===== src/rtl/signal_seq_ctrl_pkg.sv =====
`default_nettype none
// ============================================================================
// Module      : signal_seq_pkg
// Description : Shared types and default sizes for the acquisition
//               scheduler (signal_seq_ctrl) and its interval timer.
// Revision    : 1.0  initial release
// ============================================================================
package signal_seq_pkg;

    // Default width of frame/pixel/laser counts and indices
    localparam int unsigned CNT_W_DFLT      = 8;
    // Default width of the laser period
    localparam int unsigned PER_W_DFLT      = 32;
    // Default WAIT_TX timeout: 100 ms at 100 MHz
    localparam int unsigned TX_TIMEOUT_DFLT = 24'd10_000_000;

    // Scheduler states
    typedef enum logic [2:0] {
        S_IDLE    = 3'd0,
        S_FRAME   = 3'd1,
        S_PIXEL   = 3'd2,
        S_LASER   = 3'd3,
        S_GAP     = 3'd4,
        S_WAIT_TX = 3'd5
    } seq_state_t;

endpackage : signal_seq_pkg
`default_nettype wire


===== src/rtl/seq_interval_timer.sv =====
`default_nettype none
// ============================================================================
// Module      : seq_interval_timer
// Description : Loadable down-counter. While enabled it raises o_tick for one
//               cycle every i_period cycles (i_period >= 1). Loading restarts
//               the interval so the first tick arrives i_period cycles after
//               the load edge.
// Revision    : 1.0  initial release
// ============================================================================
module seq_interval_timer #(
    parameter int unsigned W = 32
) (
    input  logic         clk,
    input  logic         rst,
    input  logic         i_load,
    input  logic         i_en,
    input  logic [W-1:0] i_period,
    output logic         o_tick
);

    localparam logic [W-1:0] c_one = W'(1);

    logic [W-1:0] r_reload;
    logic [W-1:0] r_cnt;

    // Count down while enabled; reload on terminal count or on explicit load
    always_ff @(posedge clk or posedge rst) begin
        if (rst) begin
            r_reload <= '0;
            r_cnt    <= '0;
        end else if (i_load) begin
            r_reload <= i_period - c_one;
            r_cnt    <= i_period - c_one;
        end else if (i_en) begin
            if (r_cnt == '0) begin
                r_cnt <= r_reload;
            end else begin
                r_cnt <= r_cnt - c_one;
            end
        end
    end

    // Tick is independent of i_load so the owner may reload on a tick cycle
    assign o_tick = i_en && (r_cnt == '0);

endmodule : seq_interval_timer
`default_nettype wire


===== src/rtl/signal_seq_ctrl.sv =====
`default_nettype none
// ============================================================================
// Module      : signal_seq_ctrl
// Description : Acquisition scheduler running the nested frame -> pixel ->
//               laser loop. Latches loop counts on start, emits registered
//               one-cycle frame_start / pixel_start / laser_fire pulses, and
//               waits for txdone between frames with a timeout.
//               Optional build macro SEQ_CONTINUOUS_EN adds input cont_mode;
//               when latched high, the acquisition restarts at frame 0 after
//               the last frame instead of finishing, until abort.
// Revision    : 1.0  initial release
// ============================================================================
module signal_seq_ctrl
    import signal_seq_pkg::*;
#(
    parameter int unsigned CNT_W      = CNT_W_DFLT,
    parameter int unsigned PER_W      = PER_W_DFLT,
    parameter int unsigned TX_TIMEOUT = TX_TIMEOUT_DFLT
) (
    input  logic             sys_clk_100M,
    input  logic             reset,
`ifdef SEQ_CONTINUOUS_EN
    input  logic             cont_mode,
`endif
    input  logic             start,
    input  logic             abort,
    input  logic [CNT_W-1:0] frame_nums,
    input  logic [CNT_W-1:0] pixel_nums,
    input  logic [CNT_W-1:0] laser_nums,
    input  logic [PER_W-1:0] laser_period,
    input  logic             txdone,
    output logic             frame_start,
    output logic             pixel_start,
    output logic             laser_fire,
    output logic [CNT_W-1:0] frame_idx,
    output logic [CNT_W-1:0] pixel_idx,
    output logic             busy,
    output logic             done,
    output logic             err_timeout
);

    localparam int unsigned      TXC_W     = $clog2(TX_TIMEOUT + 1);
    localparam logic [CNT_W-1:0] c_one     = CNT_W'(1);
    localparam logic [PER_W-1:0] c_per_one = PER_W'(1);
    localparam logic [TXC_W-1:0] c_tx_last = TXC_W'(TX_TIMEOUT - 1);
    localparam logic [TXC_W-1:0] c_tx_one  = TXC_W'(1);

    seq_state_t       r_state;

    // Latched configuration
    logic [CNT_W-1:0] r_frame_n;
    logic [CNT_W-1:0] r_pixel_n;
    logic [CNT_W-1:0] r_laser_n;
    logic [PER_W-1:0] r_period;

    // Progress counters
    logic [CNT_W-1:0] r_frame_idx;
    logic [CNT_W-1:0] r_pixel_idx;
    logic [CNT_W-1:0] r_shot_idx;   // index of the next shot to issue
    logic [TXC_W-1:0] r_tx_cnt;

    // Registered outputs
    logic             r_frame_start;
    logic             r_pixel_start;
    logic             r_laser_fire;
    logic             r_busy;
    logic             r_done;
    logic             r_err;

    // Terminal values, compared as n-1 so a count of 2^CNT_W-1 never wraps
    logic [CNT_W-1:0] w_frame_nm1;
    logic [CNT_W-1:0] w_pixel_nm1;
    logic [CNT_W-1:0] w_laser_nm1;
    logic             w_any_zero;
    logic             w_restart;
    logic             w_tmr_load;
    logic             w_tmr_en;
    logic             w_tmr_tick;

    assign w_frame_nm1 = r_frame_n - c_one;
    assign w_pixel_nm1 = r_pixel_n - c_one;
    assign w_laser_nm1 = r_laser_n - c_one;
    assign w_any_zero  = (frame_nums == '0) || (pixel_nums == '0) || (laser_nums == '0);

`ifdef SEQ_CONTINUOUS_EN
    logic r_cont;

    // Continuous-mode select, sampled together with the other config
    always_ff @(posedge sys_clk_100M or posedge reset) begin
        if (reset) begin
            r_cont <= 1'b0;
        end else if (r_state == S_IDLE && start && !abort) begin
            r_cont <= cont_mode;
        end
    end

    assign w_restart = r_cont;
`else
    assign w_restart = 1'b0;
`endif

    // The timer spaces laser shots and times the post-pixel gap. It is
    // (re)loaded on the edge that issues the first shot of a pixel and on
    // the edge that issues the last shot, which is also the edge into GAP.
    assign w_tmr_en   = (r_state == S_LASER) || (r_state == S_GAP);
    assign w_tmr_load = (r_state == S_PIXEL) ||
                        ((r_state == S_LASER) && w_tmr_tick && (r_shot_idx == w_laser_nm1));

    seq_interval_timer #(
        .W (PER_W)
    ) u_timer (
        .clk      (sys_clk_100M),
        .rst      (reset),
        .i_load   (w_tmr_load),
        .i_en     (w_tmr_en),
        .i_period (r_period),
        .o_tick   (w_tmr_tick)
    );

    // Scheduler FSM: state, counters, latched config and all outputs
    always_ff @(posedge sys_clk_100M or posedge reset) begin
        if (reset) begin
            r_state       <= S_IDLE;
            r_frame_n     <= '0;
            r_pixel_n     <= '0;
            r_laser_n     <= '0;
            r_period      <= '0;
            r_frame_idx   <= '0;
            r_pixel_idx   <= '0;
            r_shot_idx    <= '0;
            r_tx_cnt      <= '0;
            r_frame_start <= 1'b0;
            r_pixel_start <= 1'b0;
            r_laser_fire  <= 1'b0;
            r_busy        <= 1'b0;
            r_done        <= 1'b0;
            r_err         <= 1'b0;
        end else begin
            r_frame_start <= 1'b0;
            r_pixel_start <= 1'b0;
            r_laser_fire  <= 1'b0;
            r_done        <= 1'b0;

            if (abort) begin
                // Abort beats everything; indices and err_timeout are kept
                r_state <= S_IDLE;
                r_busy  <= 1'b0;
            end else begin
                case (r_state)
                    S_IDLE: begin
                        if (start) begin
                            r_frame_n <= frame_nums;
                            r_pixel_n <= pixel_nums;
                            r_laser_n <= laser_nums;
                            r_period  <= (laser_period == '0) ? c_per_one : laser_period;
                            r_err     <= 1'b0;
                            if (w_any_zero) begin
                                r_done <= 1'b1;
                            end else begin
                                r_state       <= S_FRAME;
                                r_frame_start <= 1'b1;
                                r_busy        <= 1'b1;
                                r_frame_idx   <= '0;
                                r_pixel_idx   <= '0;
                            end
                        end
                    end

                    S_FRAME: begin
                        r_state       <= S_PIXEL;
                        r_pixel_start <= 1'b1;
                    end

                    S_PIXEL: begin
                        // First shot of the pixel; a single-shot pixel goes
                        // straight to the gap
                        r_laser_fire <= 1'b1;
                        r_shot_idx   <= c_one;
                        r_state      <= (w_laser_nm1 == '0) ? S_GAP : S_LASER;
                    end

                    S_LASER: begin
                        if (w_tmr_tick) begin
                            r_laser_fire <= 1'b1;
                            if (r_shot_idx == w_laser_nm1) begin
                                r_state <= S_GAP;
                            end else begin
                                r_shot_idx <= r_shot_idx + c_one;
                            end
                        end
                    end

                    S_GAP: begin
                        if (w_tmr_tick) begin
                            if (r_pixel_idx == w_pixel_nm1) begin
                                r_state  <= S_WAIT_TX;
                                r_tx_cnt <= '0;
                            end else begin
                                r_state       <= S_PIXEL;
                                r_pixel_idx   <= r_pixel_idx + c_one;
                                r_pixel_start <= 1'b1;
                            end
                        end
                    end

                    S_WAIT_TX: begin
                        if (txdone) begin
                            if ((r_frame_idx != w_frame_nm1) || w_restart) begin
                                r_state       <= S_FRAME;
                                r_frame_start <= 1'b1;
                                r_frame_idx   <= (r_frame_idx == w_frame_nm1) ? '0
                                                                               : r_frame_idx + c_one;
                                r_pixel_idx   <= '0;
                            end else begin
                                r_state <= S_IDLE;
                                r_busy  <= 1'b0;
                                r_done  <= 1'b1;
                            end
                        end else if (r_tx_cnt == c_tx_last) begin
                            r_state <= S_IDLE;
                            r_busy  <= 1'b0;
                            r_err   <= 1'b1;
                        end else begin
                            r_tx_cnt <= r_tx_cnt + c_tx_one;
                        end
                    end

                    default: begin
                        r_state <= S_IDLE;
                        r_busy  <= 1'b0;
                    end
                endcase
            end
        end
    end

    assign frame_start = r_frame_start;
    assign pixel_start = r_pixel_start;
    assign laser_fire  = r_laser_fire;
    assign frame_idx   = r_frame_idx;
    assign pixel_idx   = r_pixel_idx;
    assign busy        = r_busy;
    assign done        = r_done;
    assign err_timeout = r_err;

endmodule : signal_seq_ctrl
`default_nettype wire

===== config.mk =====
export PLATFORM = sky130hd
export DESIGN_NAME = signal_seq_ctrl
export DESIGN_NICKNAME = d
export VERILOG_FILES = /design/src/rtl/signal_seq_ctrl_pkg.sv /design/src/rtl/seq_interval_timer.sv /design/src/rtl/signal_seq_ctrl.sv
export SDC_FILE = /design/constraint.sdc
export NUM_CORES = 1
export LEC_CHECK = 0
export BUFFER_PORTS_ARGS = -buffer_cell sky130_fd_sc_hd__buf_2
export CORE_ASPECT_RATIO = 0.9
export CORE_MARGIN = 4
export CORE_UTILIZATION = 50
export CTS_BUF_LIST = sky130_fd_sc_hd__clkbuf_2 sky130_fd_sc_hd__clkbuf_4 sky130_fd_sc_hd__clkbuf_8
export DETAILED_ROUTE_END_ITERATION = 12
export GPL_TIMING_DRIVEN = 0
export HOLD_SLACK_MARGIN = 0.05
export PLACE_DENSITY_LB_ADDON = 0.25
export SYNTH_ARGS = -nofsm -noshare
export SYNTH_HDL_FRONTEND = slang
export SYNTH_SLANG_ARGS = --single-unit

===== constraint.sdc =====
create_clock -name sys_clk_100M -period 12.9 [get_ports sys_clk_100M]
set_input_delay 0.645 -clock sys_clk_100M [delete_from_list [all_inputs] [get_ports sys_clk_100M]]
set_output_delay 0.645 -clock sys_clk_100M [all_outputs]
set_load 0.02 [all_outputs]

==> flow_summary.yaml, run 1 <==
status:
  outcome: "complete, no violations"
setup_path:
  end_kind: "register"
  arrival_ns: 4.02
  crit_type: "reg -> reg"
  startpoint_type: "register"
  cp_max_fo: 10
  cp.required_ns: 13.25
clock_network:
  cts_sinks: 177
  ctsHtreeMaxLevel: 4
  clk_latency_ns: 0.50
  numCtsBuffers: 17
  path_clk_slew_ns: 0.11
  clk_path_buf_depth: 2
  cts_tree: "yes"
  cts_hold_buf: 0
  root_buffer: "clkbuf_8"
  cts-resized-gates: 0
  post-cts-setup-buffer-count: 0
floorplan:
  rows: 48
  initial_utilization: 0.518
  die_height_um: 143
  io_pins: 83
  dieWidth_um: 158
  die-area_um2: 22500
  core_um2: 19500
sta:
  fin_crit_sh: 0.285
  fmaxAchievable_mhz: 272
  fin_skew_ns: 0.0290
  tightest_slew_ns: 1.24
  hold-worst-slack_ns: 0.167
  slew_viol_final: 0
  grt_setup_unrepaired: "no"
  setup-tns-final_ns: 0
  max_slew_margin: 0.165
  setup_violations: 0
  period_minus_slack_ns: 3.67
  finalHoldViolCount: 0
global_routing:
  grt_util_met3: 0.0500
  grt_start_max_net_pins: 124
  grt-busiest-layer: "met2"
  use_met1: 0.358
  grt_pass1_vias: 8345
  use_met2: 0.361
  antenna_found_initial: 0
  overflow: 0
  grtUsageTotal: 0.241
  grt_first_pass_wirelength_um: 43400
placed_design:
  gp_congestion: 0.881
  hpwlAfterDp_um: 19000
  port_buffers: 82
yosys:
  yosysTopAreaCellShare: 0.440
  ys.flop_type: "dfrtp_1"
  synth_edf_count: 0
  syn_inst: 1071
  async_flop_share: 1.00
  synth.most_common_cell: "dfrtp_1"
  syn_area_um2: 10100
  yosys-top-cells-area: "dfrtp_1 (44%), mux2_2 (5.6%), nand2_1 (4.2%)"
  synth_area_per_cell_um2: 9.41
  ys_seq_area_frac: 0.440
  yosysTopAreaCell: "dfrtp_1"
  yosysWarnings: 0
  ys_ff_latch: 177
  syn-num-nets: 1142
  synth_common_cells: "dfrtp_1 (177), nand2_1 (114), nor2_1 (69)"
  synth_cell_types: 81
routing:
  vias: 8790
  ant_nets: 0
  wire_per_inst_um: 18.2
  viasPerCell: 6.12
  routed_wl_um: 26200
  drtPass1Iterations: 5
  route.detailed.drc: 0
  drt_iter0_drc: 831
finish:
  layout.nets: 1244
  syn_to_final_growth_pct: 11.6
  n_antenna_cell: 0
  drive_gt1_frac: 0.169
min_path:
  hp-class: "in -> async"
power:
  leakagePower_nw: 4.64
  power_density_nw_per_um2: 200
  ir_drop_uv: 110
job:
  drv_cap: 0
worst paths after layout:
check | cells after the start | to | slack, ns | start
setup reg to reg | 10 | r_tx_cnt[11]$_DFFE_PP0P_ | 9.23 | r_pixel_n[0]$_DFFE_PP0P_
hold / removal | 2 | frame_idx[4]$_DFFE_PP0P_ | 0.17 | reset
hold reg to reg | 2 | u_timer.r_reload[22]$_DFFE_PP0P_ | 0.49 | u_timer.r_reload[22]$_DFFE_PP0P_
min in group sys_clk_100M | 3 | r_laser_n[0]$_DFFE_PP0P_ | 0.38 | laser_nums[0]
max in group asynchronous | 3 | u_timer.r_reload[11]$_DFFE_PP0P_ | 11.77 | reset
setup / recovery | 10 | r_tx_cnt[11]$_DFFE_PP0P_ | 9.23 | r_pixel_n[0]$_DFFE_PP0P_
logic make-up after synthesis:
logic type                 count (synthesis)  share of synthesized area
DFF                                      177                      0.440
and+or+nand+nor                          429                      0.226
adders and majority gates                 10                     0.0124
AOI/OAI and AO/OA                        245                      0.161
xor gates and xnor gates                  82                     0.0713
buffers and inverters                     74                     0.0303
muxes                                     54                     0.0599
metrics by stage:
step / util / total power, W / worst slack [ns] / instance area [um2] / instances
after global routing: 0.578 / 0.00241 / 8.73 / 11200 / 1436
after CTS: 0.578 / 0.00224 / 9.30 / 11200 / 1436
after detailed placement: 0.557 / 0.00184 / 9.31 / 10800 / 1404
after global placement: 0.555 / 0.00181 / 5.36 / 10800 / 1403
final: 0.578 / 0.00225 / 9.23 / 11200 / 1436
after floorplan: - / 0.00159 / 7.45 / 10100 / 1071
state kept, by name (all words and copies together), names as in the netlist, 24 cells and up:
signal and cells:
r_period 32, r_tx_cnt 24, u_timer.r_cnt 32, u_timer.r_reload 32
cell type report:
class / instances / area [um2]
tap: 250 / 313
clock buffer: 17 / 234
buffer: 53 / 226
sequential: 177 / 4430
timing repair buffer: 83 / 438
multi-input combinational: 820 / 5340
fill: 1761 / 8210
inverter: 21 / 86.3
clock inverter: 15 / 178
power by group:
| group | leakage, nW | internal, W | switching (W) | total, W |
|---|---|---|---|---|
| logic | 2.22 | 0.000394 | 0.000482 | 0.000876 |
| registers | 2.22 | 0.000755 | 0.000217 | 0.000972 |
| clock network | 0.204 | 0.000151 | 0.000248 | 0.000398 |
| total | 4.64 | 0.00130 | 0.000946 | 0.00225 |
cell usage in the layout, fill, tap and decap left out, drive strengths merged, types with 30 or more instances in the layout:
cell type	synthesis	routed
nand2	116	116
inv	20	30
xnor2	42	42
nor4	39	39
xor2	40	40
a21oi	39	39
dfrtp	177	177
clkbuf	37	54
mux2	50	50
buf	16	99
nor3	35	35
nor2	69	69
o21ai	90	90
worst max-delay path, stage by stage, from the launching register on:
cell	delay [ns]
dfrtp_1	0.44
inv_1	0.07
ha_1	0.28
o21bai_1	0.19
a2111oi_0	0.40
a311oi_1	0.11
a2111oi_2	0.80
nand2_1	0.20
nor4_2	0.51
clkbuf_1	0.45
a21oi_1	0.09
routing by layer:
layer	vias to the layer above	part of all wire
li1	4199	-
met5	-	0
met4	0	0.015
met3	37	0.075
met2	318	0.44
met1	4236	0.47
Power figures use the tool's default switching activity.
==> run 2, diff against run 1 <==
--- a/config.mk
+++ b/config.mk
@@ -5,6 +5,7 @@
 export SDC_FILE = /design/constraint.sdc
 export NUM_CORES = 1
 export LEC_CHECK = 0
+export ABC_AREA = 1
 export BUFFER_PORTS_ARGS = -buffer_cell sky130_fd_sc_hd__buf_2
 export CORE_ASPECT_RATIO = 0.9
 export CORE_MARGIN = 4
==> constraint.sdc (replaced) <==
create_clock -name sys_clk_100M -period 3.2 [get_ports sys_clk_100M]
set_input_delay 0.16 -clock sys_clk_100M [delete_from_list [all_inputs] [get_ports sys_clk_100M]]
set_output_delay 0.16 -clock sys_clk_100M [all_outputs]
set_load 0.02 [all_outputs]
==> run 2 against run 1 <==
Net effect: routed wire length grew 24%; power rose to 4.5 times the previous value; worst hold slack lost 0.059 ns; sequential power rose to 3.8 times the previous value; synthesized cell count grew 61%; largest power group is now combinational logic.
==> flow_summary.yaml, run 2 <==
finish:
  top_regs: "r_period: 32 flops, u_timer.r_cnt: 32 flops, u_timer.r_reload: 32 flops"
  syn_to_final_growth_pct: 16.1
  fin_area_um2: 13500
  drive_gt1_frac: 0.0946
  multiInputGateArea_um2: 6280
  layout.nets: 1961
  seq_area_um2: 4430
  final_util: 0.595
  nFillCells: 2126
  final_common_cell: "nand2_1"
  layout.cells.non_filler: 2201
  layout_common_cells: "nand2_1 (597), nor2_1 (209), dfrtp_1 (177)"
power:
  combPwrFrac: 0.480
  p_int_w: 0.00543
  ir_drop_uv: 406
  power_switching_w: 0.00475
  p_sw_frac: 0.467
  seqPwrFrac: 0.362
  clkPwrFrac: 0.158
  power_density_nw_per_um2: 754
  leakagePower_nw: 6.94
yosys:
  synth_common_cells: "nand2_1 (597), nor2_1 (209), dfrtp_1 (177)"
  synth_area_per_cell_um2: 6.74
  syn-num-nets: 1797
  synth_cell_types: 43
  ys_ff_latch: 177
  async_flop_share: 1.00
  yosysTopAreaCellShare: 0.381
  yosysTopAreaCell: "dfrtp_1"
  ys_seq_area_frac: 0.381
  synth.most_common_cell: "nand2_1"
  ys.flop_type: "dfrtp_1"
  yosysWarnings: 0
  synth_edf_count: 0
  yosys-top-cells-area: "dfrtp_1 (38%), nand2_1 (19%), nand3_1 (7.3%)"
  syn_inst: 1726
  syn_area_um2: 11600
setup_path:
  cpPeakStageDelay_ns: 0.44
  cp_slowest_cell: "dfrtp_1"
  r2r_start: "u_timer.r_cnt[0]$_DFFE_PP0P_"
  critical_path.most_common_cell: "nand2_1"
  path_cells: "inv_1 > ha_1 > nand2_4 > nor2_8 > nand2_1 > nor2_2 > nand2_1 > nor2_1 > nand3_1 > buf_4 > buf_6 > nand3_1 > nand2_1 > nand2_1 > nand2_1"
  end_kind: "register"
  cp_max_fo: 10
  cp.required_ns: 3.55
  startpoint_type: "register"
  arrival_ns: 3.04
  startpoint: "u_timer.r_cnt[0]$_DFFE_PP0P_"
  crit_type: "reg -> reg"
routing:
  ant_nets: 0
  wire_per_inst_um: 14.7
  drt_iter0_drc: 986
  routed_wl_um: 32400
  route.detailed.drc: 0
  viasPerCell: 5.20
  drtPass1Iterations: 5
  vias: 11453
placed_design:
  dp.cells: 2110
  port_buffers: 82
  hpwlAfterDp_um: 24600
  gp_congestion: 0.927
  place_area_um2: 12500
global_routing:
  antenna_found_initial: 1
  grtUsageTotal: 0.257
  overflow: 0
  grt_start_max_net_pins: 43
  grt_first_pass_wirelength_um: 54400
  grt_pass1_vias: 11043
floorplan:
  core_um2: 22700
  io_pins: 83
  die_height_um: 153
  initial_utilization: 0.512
  dieWidth_um: 169
  die-area_um2: 25800
  rows: 52
min_path:
  min_from: "start"
  hp-class: "in -> reg"
clock_network:
  cts_tree: "yes"
  root_buffer: "clkbuf_8"
  post-cts-setup-buffer-count: 0
  cts_hold_buf: 58
  cts-resized-gates: 0
  path_clk_slew_ns: 0.11
  numCtsBuffers: 17
  ctsHtreeMaxLevel: 4
  clk_latency_ns: 0.48
  clk_path_buf_depth: 2
  cts_sinks: 177
sta:
  fmaxAchievable_mhz: 372
  fin_skew_ns: 0.0211
  fin_crit_sh: 0.841
  tightest_slew_ns: 0.925
  grt_setup_unrepaired: "no"
  max_slew_margin: 0.383
  finalHoldViolCount: 0
  period_minus_slack_ns: 2.69
  setup-tns-final_ns: 0
  hold-worst-slack_ns: 0.107
  setup_violations: 0
  slew_viol_final: 0
job:
  drv_cap: 0
status:
  outcome: "complete, no violations"
## run 2: worst max-delay path: cells and delay by family (launching register included)
kind | cells | cell delay, ns
flip-flops | 1 | 0.44
AND/OR/NAND/NOR | 11 | 1.35
buffers and inverters | 3 | 0.47
adder cells (fa/ha/maj) | 1 | 0.30
## run 2: area by class of cell
type,instances,area share
repair buffers,145,0.0808
flip-flops and latches,177,0.328
inverters,174,0.0486
clock buffers,19,0.0189
well taps,297,0.0275
clock inverters,13,0.0111
multi-input cells,1322,0.465
plain buffers,53,0.0206
diodes,1,0.000185
## run 2: cell families (layout without fill, tap and decap cells)
family | count (synthesis) | after routing | synth area share
buffers and inverters | 227 | 404 | 0.0800
xor gates and xnor gates | 97 | 97 | 0.0730
and+or+nand+nor | 1086 | 1086 | 0.397
adders and majority gates | 10 | 10 | 0.0108
AOI/OAI and AO/OA | 129 | 129 | 0.0588
other | 0 | 1 | 0
DFF | 177 | 177 | 0.381
## run 2: layer usage
metal | wire length [um] | global-route usage | vias up | share of wire
met2 | 14700 | 0.411 | 351 | 0.46
met4 | 829 | 0.0746 | 0 | 0.026
li1 | - | - | 5794 | -
met5 | 0 | 0 | - | 0
met3 | 1800 | 0.0379 | 57 | 0.056
met1 | 15000 | 0.364 | 5251 | 0.46
## run 2: worst paths after layout
kind                       depth (start not counted)  slack [ns]                       endpoint
setup / recovery                                  15        0.51  u_timer.r_cnt[20]$_DFFE_PP0P_
max in group asynchronous                          5        2.23        r_tx_cnt[8]$_DFFE_PP0P_
setup reg to reg                                  15        0.51  u_timer.r_cnt[20]$_DFFE_PP0P_
min in group asynchronous                          3        0.20       r_laser_n[6]$_DFFE_PP0P_
hold / removal                                     5        0.11                 done$_DFF_PP0_
hold reg to reg                                    2        0.50       r_tx_cnt[23]$_DFFE_PP0P_
## run 2: power by group through the flow
stage | Combinational, W | Clock, W | Sequential [W]
after floorplan | 0.00374 | 0 | 0.00354
after detailed placement | 0.00478 | 0 | 0.00371
final | 0.00489 | 0.00161 | 0.00369
after global placement | 0.00466 | 0 | 0.00369
after CTS | 0.00486 | 0.00164 | 0.00367
after global routing | 0.00563 | 0.00174 | 0.00380
## run 2: through the flow
stage / setup WS, ns / power, W
6_report: 0.510 / 0.0102
5_1_grt: 0.185 / 0.0112
4_1_cts: 0.555 / 0.0102
3_5_place_dp: 0.593 / 0.00850
3_3_place_gp: -0.387 / 0.00835
2_1_floorplan: 0.773 / 0.00728
==> run 3, diff against run 2 <==
--- a/config.mk
+++ b/config.mk
@@ -5,7 +5,7 @@
 export SDC_FILE = /design/constraint.sdc
 export NUM_CORES = 1
 export LEC_CHECK = 0
-export ABC_AREA = 1
+export ABC_AREA = 0
 export BUFFER_PORTS_ARGS = -buffer_cell sky130_fd_sc_hd__buf_2
 export CORE_ASPECT_RATIO = 0.9
 export CORE_MARGIN = 4
==> constraint.sdc (replaced) <==
create_clock -name sys_clk_100M -period 2.7 [get_ports sys_clk_100M]
set_input_delay 0.135 -clock sys_clk_100M [delete_from_list [all_inputs] [get_ports sys_clk_100M]]
set_output_delay 0.135 -clock sys_clk_100M [all_outputs]
set_load 0.02 [all_outputs]
==> run 3 against run 2 <==
Net effect: the run now ends with setup timing left; sequential cell count is the same; via count decreased by 16%; critical path depth shrank 7; clock-buffer cell count down 1; critical endpoint is now u_timer.r_cnt[7]$_DFFE_PP0P_; largest power group unchanged.
==> flow_summary.yaml, run 3 (synthesis gave the netlist of run 1 again) <==
power:
  clkPwrFrac: 0.154
  power_switching_w: 0.00514
  ir_drop_uv: 556
  leakagePower_nw: 5.48
  p_total_w: 0.0122
  p_sw_frac: 0.421
  combPwrFrac: 0.463
  power_density_nw_per_um2: 912
  p_int_w: 0.00707
  seqPwrFrac: 0.384
routing:
  ant_nets: 0
  route.detailed.drc: 0
  drt_iter0_drc: 737
  drtPass1Iterations: 5
  routed_wl_um: 30700
  wire_per_inst_um: 19.7
  vias: 9669
  viasPerCell: 6.21
sta:
  setup-tns-final_ns: -12.15
  period_minus_slack_ns: 2.94
  tightest_slew_ns: 0.749
  finalHoldViolCount: 0
  slew_viol_final: 0
  max_slew_margin: 0.497
  fin_crit_sh: 1.09
  fin_skew_ns: 0.0274
  setup_violations: 86
  fin_ws_ns: -0.243
  fmaxAchievable_mhz: 340
  grt_setup_unrepaired: "yes"
setup_path:
  r2r_cells: 8
  reg2reg_to: "u_timer.r_cnt[7]$_DFFE_PP0P_"
  cpPeakStageDelay_ns: 0.59
  r2r_start: "u_timer.r_cnt[27]$_DFFE_PP0P_"
  path_cells: "or4_4 > nor4_4 > o2111ai_1 > or4_4 > a21oi_4 > buf_6 > a2111oi_4 > a221o_1"
  crit_type: "reg -> reg"
  cp.required_ns: 3.09
  startpoint_type: "register"
  end_kind: "register"
  crit_cells: 8
  critical_path.most_common_cell: "or4_4"
  r2r_slack_ns: -0.24
  path_buf_inv: 1
  arrival_ns: 3.33
  startpoint: "u_timer.r_cnt[27]$_DFFE_PP0P_"
  cp_max_fo: 6
  path_delay_family: "simple AND/OR/NAND/NOR gates"
  cp_slowest_cell: "or4_4"
finish:
  top_regs: "r_period: 32 flops, u_timer.r_cnt: 32 flops, u_timer.r_reload: 32 flops"
  nFillCells: 1468
  layout.cells.non_filler: 1558
  layout_common_cells: "dfrtp_1 (170), nand2_1 (100), buf_2 (84)"
  fin_area_um2: 13400
  drive_gt1_frac: 0.310
  multiInputGateArea_um2: 6090
  final_common_cell: "dfrtp_1"
  layout.nets: 1366
  syn_to_final_growth_pct: 32.8
  n_antenna_cell: 0
  seq_area_um2: 4440
  final_util: 0.688
min_path:
  min_to: "busy$_DFFE_PP0P_"
  hp-class: "in -> reg"
  min_from: "start"
  hold_depth: 4
placed_design:
  hpwlAfterDp_um: 19600
  port_buffers: 82
  dp.cells: 1408
  place_area_um2: 11000
  gp_congestion: 0.874
clock_network:
  root_buffer: "clkbuf_8"
  clk_latency_ns: 0.49
  path_clk_slew_ns: 0.11
  cts_tree: "yes"
  clk_path_buf_depth: 2
  numCtsBuffers: 17
  ctsHtreeMaxLevel: 4
  cts_sinks: 177
global_routing:
  grtUsageTotal: 0.273
  overflow: 0
  grt_first_pass_wirelength_um: 49000
  grt_pass1_vias: 9396
  antenna_found_initial: 0
  grt_start_max_net_pins: 40
floorplan:
  initial_utilization: 0.518
  io_pins: 83
  rows: 48
  core_um2: 19500
  die-area_um2: 22500
  die_height_um: 143
  dieWidth_um: 158
status:
  violations: "setup timing"
  outcome: "finished with violations"
job:
  drv_cap: 0
[run 3: cell types whose count changed in the layout (fill, tap and decap cells not counted), moves of 43 or more]
cell and change:
inv_1 -153, buf_4 +43, nor2_1 -142, nand2_1 -497
nand3_1 -149, mux2_2 +49
[run 3: layer usage]
layer / GRT usage / vias to the layer above / wire (um)
met5: 0 / - / 0
met2: 0.418 / 450 / 14300
met3: 0.0803 / 65 / 2800
met4: 0.0738 / 0 / 600
li1: - / 4416 / -
met1: 0.382 / 4738 / 13100
[run 3: how the worst max path moves through the flow]
stage,slack (ns),end
floorplan,-0.07,r_shot_idx[3]$_DFFE_PP0P_
global placement,-0.88,r_laser_n[4]$_DFFE_PP0P_
detailed placement,-0.74,r_tx_cnt[17]$_DFFE_PP0P_
CTS,-0.24,u_timer.r_cnt[7]$_DFFE_PP0P_
global route,-0.32,u_timer.r_cnt[7]$_DFFE_PP0P_
finish,-0.24,u_timer.r_cnt[7]$_DFFE_PP0P_
[run 3: final cells by class]
type                    count  area share
multi-input cells         820       0.455
clock inverters            14      0.0109
well taps                 250      0.0234
inverters                  21     0.00654
flip-flops and latches    177       0.332
plain buffers              48      0.0289
repair buffers            210       0.125
clock buffers              18      0.0185
[run 3: repair_timing]
| action | CTS | global route |
|---|---|---|
| pin swaps | 42 | 52 |
| endpoints found under the hold margin | 126 | 0 |
| gates cloned | 5 | 0 |
| buffers inserted | 42 | 19 |
| resized for setup | 125 | 104 |
| endpoints found under the setup margin | 160 | 132 |
| hold buffers | 58 | 0 |
[run 3: power groups by stage]
stage	logic [W]	registers, W	clock network (W)
6_report	0.00565	0.00469	0.00188
5_1_grt	0.00608	0.00482	0.00201
4_1_cts	0.00525	0.00462	0.00189
3_5_place_dp	0.00435	0.00467	0
3_3_place_gp	0.00423	0.00463	0
2_1_floorplan	0.00336	0.00443	0
[run 3: stage by stage]
stage / hold slack, ns / setup WS, ns
after CTS: 0.144 / -0.240
after detailed placement: 0.201 / -0.743
after global routing: 0.162 / -0.324
after floorplan: 0.252 / -0.0723
after global placement: 0.362 / -0.879
final: 0.168 / -0.243
[run 3: worst register-to-register path, cell delays in order, from the launching register on]
cell	delay (ns)
dfrtp_1	0.40
or4_4	0.59
nor4_4	0.34
o2111ai_1	0.15
or4_4	0.58
a21oi_4	0.29
buf_6	0.18
a2111oi_4	0.04
a221o_1	0.28
